--- src/rtl/operand_forward_unit.sv ---
`default_nettype none
// ============================================================================
// Module      : operand_forward_unit
// Description : Tracks EX/MEM/WB destinations, forwards decode operands from
//               in-flight results, stalls on load-use, drives regfile write.
// Revision    : 1.0 - initial release
// ============================================================================
module operand_forward_unit (
  input  logic        clock,
  input  logic        reset_n,
  input  logic        id_valid,
  input  logic [4:0]  id_ra,
  input  logic [4:0]  id_rb,
  input  logic [4:0]  id_rd,
  input  logic        id_use_a,
  input  logic        id_use_b,
  input  logic        id_use_d,
  input  logic        id_we,
  input  logic        id_load,
  input  logic [4:0]  id_rw,
  input  logic        flush,
  input  logic [31:0] pa,
  input  logic [31:0] pb,
  input  logic [31:0] pd,
  input  logic [31:0] ex_result,
  input  logic [31:0] mem_result,
  input  logic [31:0] wb_result,
  output logic [31:0] op_a,
  output logic [31:0] op_b,
  output logic [31:0] op_d,
  output logic [1:0]  fwd_a,
  output logic [1:0]  fwd_b,
  output logic [1:0]  fwd_d,
  output logic        stall,
  output logic        wb_enable,
  output logic [4:0]  wb_rw,
  output logic [15:0] stall_count
);

  localparam logic [1:0]  c_sel_rf   = 2'b00;
  localparam logic [1:0]  c_sel_ex   = 2'b01;
  localparam logic [1:0]  c_sel_mem  = 2'b10;
  localparam logic [1:0]  c_sel_wb   = 2'b11;
  localparam logic [15:0] c_cnt_max  = 16'hFFFF;

  logic        r_ex_we, r_ex_load;
  logic [4:0]  r_ex_rw;
  logic        r_mem_we, r_mem_load;
  logic [4:0]  r_mem_rw;
  logic        r_wb_we, r_wb_load;
  logic [4:0]  r_wb_rw;
  logic [15:0] r_stall_count;

  // Per-source buses, index 0 = A, 1 = B, 2 = D
  logic [14:0] w_src_bus;
  logic [2:0]  w_use_bus;
  logic [95:0] w_port_bus;
  logic [5:0]  w_fwd_bus;
  logic [2:0]  w_hz_bus;
  logic [95:0] w_op_bus;
  logic        w_stall;
  logic        w_bubble;

  assign w_src_bus  = {id_rd, id_rb, id_ra};
  assign w_use_bus  = {id_use_d, id_use_b, id_use_a};
  assign w_port_bus = {pd, pb, pa};

  genvar gi;
  generate
    for (gi = 0; gi < 3; gi++) begin : g_src
      logic [4:0]  w_s;
      logic        w_u;
      logic [31:0] w_p;
      logic [1:0]  w_sel;
      logic        w_hz;
      logic [31:0] w_op;

      assign w_s = w_src_bus[gi*5 +: 5];
      assign w_u = w_use_bus[gi];
      assign w_p = w_port_bus[gi*32 +: 32];

      // Youngest matching stage wins; a load still in EX cannot forward yet
      always_comb begin
        w_sel = c_sel_rf;
        w_hz  = 1'b0;
        if (!w_u || (w_s == 5'd0)) begin
          w_sel = c_sel_rf;
        end else if (r_ex_we && (r_ex_rw == w_s) && r_ex_load) begin
          w_sel = c_sel_rf;
          w_hz  = 1'b1;
        end else if (r_ex_we && (r_ex_rw == w_s)) begin
          w_sel = c_sel_ex;
        end else if (r_mem_we && (r_mem_rw == w_s)) begin
          w_sel = c_sel_mem;
        end else if (r_wb_we && (r_wb_rw == w_s)) begin
          w_sel = c_sel_wb;
        end
      end

      always_comb begin
        w_op = w_p;
        case (w_sel)
          c_sel_ex:  w_op = ex_result;
          c_sel_mem: w_op = mem_result;
          c_sel_wb:  w_op = wb_result;
          default:   w_op = w_p;
        endcase
      end

      assign w_fwd_bus[gi*2 +: 2]  = w_sel;
      assign w_hz_bus[gi]          = w_hz;
      assign w_op_bus[gi*32 +: 32] = w_op;
    end
  endgenerate

  assign w_stall  = id_valid & ~flush & (|w_hz_bus);
  assign w_bubble = w_stall | flush;

  always_ff @(posedge clock) begin
    if (!reset_n) begin
      r_ex_we       <= 1'b0;
      r_ex_load     <= 1'b0;
      r_ex_rw       <= 5'd0;
      r_mem_we      <= 1'b0;
      r_mem_load    <= 1'b0;
      r_mem_rw      <= 5'd0;
      r_wb_we       <= 1'b0;
      r_wb_load     <= 1'b0;
      r_wb_rw       <= 5'd0;
      r_stall_count <= 16'd0;
    end else begin
      r_wb_we    <= r_mem_we;
      r_wb_load  <= r_mem_load;
      r_wb_rw    <= r_mem_rw;
      r_mem_we   <= r_ex_we;
      r_mem_load <= r_ex_load;
      r_mem_rw   <= r_ex_rw;
      if (w_bubble) begin
        r_ex_we   <= 1'b0;
        r_ex_load <= 1'b0;
        r_ex_rw   <= 5'd0;
      end else begin
        r_ex_we   <= id_we & id_valid;
        r_ex_load <= id_load;
        r_ex_rw   <= id_rw;
      end
      if (w_stall && (r_stall_count != c_cnt_max)) begin
        r_stall_count <= r_stall_count + 16'd1;
      end
    end
  end

  assign op_a        = w_op_bus[31:0];
  assign op_b        = w_op_bus[63:32];
  assign op_d        = w_op_bus[95:64];
  assign fwd_a       = w_fwd_bus[1:0];
  assign fwd_b       = w_fwd_bus[3:2];
  assign fwd_d       = w_fwd_bus[5:4];
  assign stall       = w_stall;
  assign wb_enable   = r_wb_we;
  assign wb_rw       = r_wb_rw;
  assign stall_count = r_stall_count;

  // Load flags travel with the entries but only EX's is consulted
  logic w_unused;
  assign w_unused = r_wb_load;

endmodule
`default_nettype wire

--- config.mk ---
export PLATFORM = sky130hd
export DESIGN_NAME = operand_forward_unit
export DESIGN_NICKNAME = d
export VERILOG_FILES = /design/src/rtl/operand_forward_unit.sv
export SDC_FILE = /design/constraint.sdc
export NUM_CORES = 1
export LEC_CHECK = 0
export BUFFER_PORTS_ARGS = -buffer_cell sky130_fd_sc_hd__buf_2
export CORE_AREA = 2 2 136 138
export DETAILED_ROUTE_END_ITERATION = 16
export DIE_AREA = 0 0 138 140
export GPL_TIMING_DRIVEN = 0
export SETUP_SLACK_MARGIN = 0.3
export SKIP_CTS_REPAIR_TIMING = 1
export SYNTH_ARGS = -nofsm -noshare
export SYNTH_HDL_FRONTEND = slang
export SYNTH_SLANG_ARGS = --single-unit
--- constraint.sdc ---
create_clock -name clock -period 3.2 [get_ports clock]
set_input_delay 0.64 -clock clock [delete_from_list [all_inputs] [get_ports clock]]
set_output_delay 0.64 -clock clock [all_outputs]
set_load 0.005 [all_outputs]
==> key figures <==
Yosys
  – Synth Area in Simple Gates: 0.210
  – #FFs+latches synth: 35
  – Post-synthesis adder-cell area fraction: 0.00252
  – Largest cells by area after synthesis: dfxtp_1 14%, a22oi_1 6.8%, a21oi_1 6.6%
  – Asr flop ratio synth: 0
  – Synth area leader: dfxtp_1
  – Syn Inst Count: 746
  – Post-synthesis compound-gate area fraction: 0.470
  – Net Count, Synth: 968
  – Synth cell types: 56
  – Post-Syn Area: 4970 sq um
  – Mux cell area share after synthesis: 0.00227
  – Syn Area/Cell: ~6.7 sq um
  – Synth warn: 0
  – Number of flops mapped to enable cells by yosys: 0
  – Largest family of logic cells by synthesized area: compound AO/OA/AOI/OAI gates
  – XOR/XNOR Fraction of Synth Area: 0.0811
  – Top FF cell, synth: dfxtp_1
  – Seq/Total Area, Yosys: 0.141
  – Top-area cell type share of the netlist area: 0.141

Clocking
  – CTS tree: built
  – H-Tree Depth: 2
  – TritonCTS buffer count: 5
  – Clk pin slew, worst setup/hold paths: 0.05 ns
  – TritonCTS Sinks: 35
  – Clock Latency Late Sink: ~0.28 ns
  – Root Buffer: clkbuf_16
  – Longest Clk Path Bufs: 2

Timing
  – Peak Freq: between 0.3 and 0.4 GHz
  – Final hold violations: 0
  – Worst Tran Pin Value: 0.634 ns
  – Fin worst setup slack: -0.122 ns
  – Final setup vio count: 62
  – Max-slew violation count: 0
  – WHS: 0.503 ns
  – Final period util: 1.04
  – Final clock skew: 0.00501 ns
  – Setup TNS: -3.26 ns
  – Slew margin rel.: 0.574
  – Fin crit period: ~3.3 ns
  – RSZ-0062 raised after global routing: true

GRT
  – Vias in the first global route: 7314
  – Grt total ovfl: 0
  – Global-route wire length before repair: 44900 um
  – Largest net degree at the start of global routing: 13
  – Total Routing Usage GR: 0.297
  – Initial antenna violation count: 5

Worst setup path
  – Setup Crit Path Kind: in2out
  – Reg2Reg Depth: 8
  – CP Depth: 10
  – CP max FO: 6
  – Setup crit end kind: output pin
  – Ordered list of cells on the worst path: buf_8, xnor2_2, nand4_1, or3_1, buf_6, a311o_2, buf_12, clkbuf_16, o21ai_4, buf_2
  – Buffers & Inverters on Critical Path: 5
  – Slowest cell on the critical path: or3_1
  – Startpoint Class: primary input
  – Critical path arrival: 2.68 ns
  – Worst path required time: between 2 and 3 ns
  – CP max stage delay: 0.42 ns
  – CP top delay family: buffers and inverters

Final layout
  – Non-filler cells, final: 1406
  – Fraction of layout cells with a size suffix above 1: 0.609
  – Post-layout util: 0.554
  – Final net count: 1391
  – Post-route cell area: a little under 10000 sq um
  – Layout Area Growth over Synthesis: 98.4%

Place
  – Placed cell count: 1319
  – RD Place Congestion: 0.940
  – Port Buf Inserts: around 340
  – Dpl cell area: approximately 7000 sq um
  – Post-DP HPWL: ~24000 um

Pwr
  – Max IR drop VDD: around 270 uV
  – Pleak: 4.40 nW
  – Power per cell area: approximately 160 nW/um^2

Drt
  – # DRC: 0
  – Routed Antenna Nets: 0
  – Wire per inst: 24.6 um
  – Vias post-DR: ~8200
  – Drt via density: 5.87
  – Final wirelength: 34500 um
  – Iter 0 DRT Violations: 780
  – Pre-Repair DR Iteration Count: 6

Die
  – Cell row count: 49
  – Starting density of the core: 0.279
  – Die Y: 140 um
  – Die W: between 100 and 150 um
  – Die ar.: 19300 sq um
  – Core area: 17800 sq um
  – # IOs: 346

Run status
  – Status: finished with violations
  – Violated checks: negative setup slack

Job
  – Number of max-cap violations: 0

Worst hold path
  – Hold depth: 2
  – Worst Hold Class: reg2reg
## where the power goes
part / total, mW / internal, mW / switching (mW)
Clock: 0.477 / 0.286 / 0.190
Combinational: 0.673 / 0.330 / 0.343
Sequential: 0.457 / 0.443 / 0.0143
## cells in the final DEF, fill, tap and decap left out, types with 14 or more instances in the layout
master     count
buf_2        333
buf_4         48
a21oi_1       46
buf_6         43
nor2_1        41
inv_1         41
o21ai_2       37
o22a_1        32
nand2_4       30
o21ai_0       29
dfxtp_1       28
o22ai_1       27
a22oi_2       26
buf_8         23
nand2_1       20
a21oi_2       20
a22oi_1       19
clkbuf_16     19
xnor2_1       18
o21ai_1       18
and3_1        16
xor2_1        15
o21ai_4       14
## registers in the layout, indices dropped and copies added, names as in the netlist
| signal | flops |
|---|---|
| stall_count | 16 |
| r_ex_rw | 5 |
| r_mem_rw | 5 |
| wb_rw | 5 |
| r_ex_load | 1 |
| r_ex_we | 1 |
| r_mem_we | 1 |
| wb_enable | 1 |
## per-layer routing
metal  routed length (um)  track usage  vias up
met4                 1500       0.0763        2
met5                   13            0        -
met1                13500        0.383     3942
li1                     -            -     3663
met3                 2900       0.0650      113
met2                16700        0.506      527
## cells in the mapped netlist, drive strengths merged (16+ instances only)
library cell,count
o21ai,98
a21oi,67
nand2,63
nor2,52
a22oi,45
clkbuf,41
inv,41
dfxtp,35
o22a,32
o22ai,32
buf,25
xnor2,24
xor2,22
a2bb2oi,21
and3,18
and2,16
## logic make-up after synthesis
kind of cell | Yosys count
AOI/OAI and AO/OA | 348
buffers and inverters | 107
muxes | 1
and+or+nand+nor | 208
adders and majority gates | 1
xor gates and xnor gates | 46
DFF | 35
## worst paths after layout
kind / start / end / slack [ns]
min: stall_count[11] / stall_count[11] / 0.50
max reg2reg: r_ex_rw[1] / stall_count[13] / 0.70
max: id_ra[1] / op_a[6] / -0.12
min reg2reg: stall_count[11] / stall_count[11] / 0.50
## tightest hold or removal path: stages (launching register included)
cell and delay (ns):
dfxtp_1 0.32, o21ai_1 0.07, a21oi_1 0.06
## through the flow
stage	power, mW	setup slack [ns]
floorplan	0.661	0.302
global placement	0.965	-0.795
detailed placement	0.969	-0.822
CTS	1.44	-0.825
global route	1.67	-0.165
finish	1.61	-0.122
## area by class of cell
cell class | instances | area [sq um]
fill | 1731 | 7930
multi-input combinational | 604 | 5050
timing repair buffer | 417 | 2710
buffer | 65 | 778
sequential | 35 | 709
tap | 229 | 287
inverter | 41 | 154
clock buffer | 5 | 125
clock inverter | 3 | 20.0
antenna | 7 | 17.5
No activity file was read; power rests on OpenSTA's default activity.
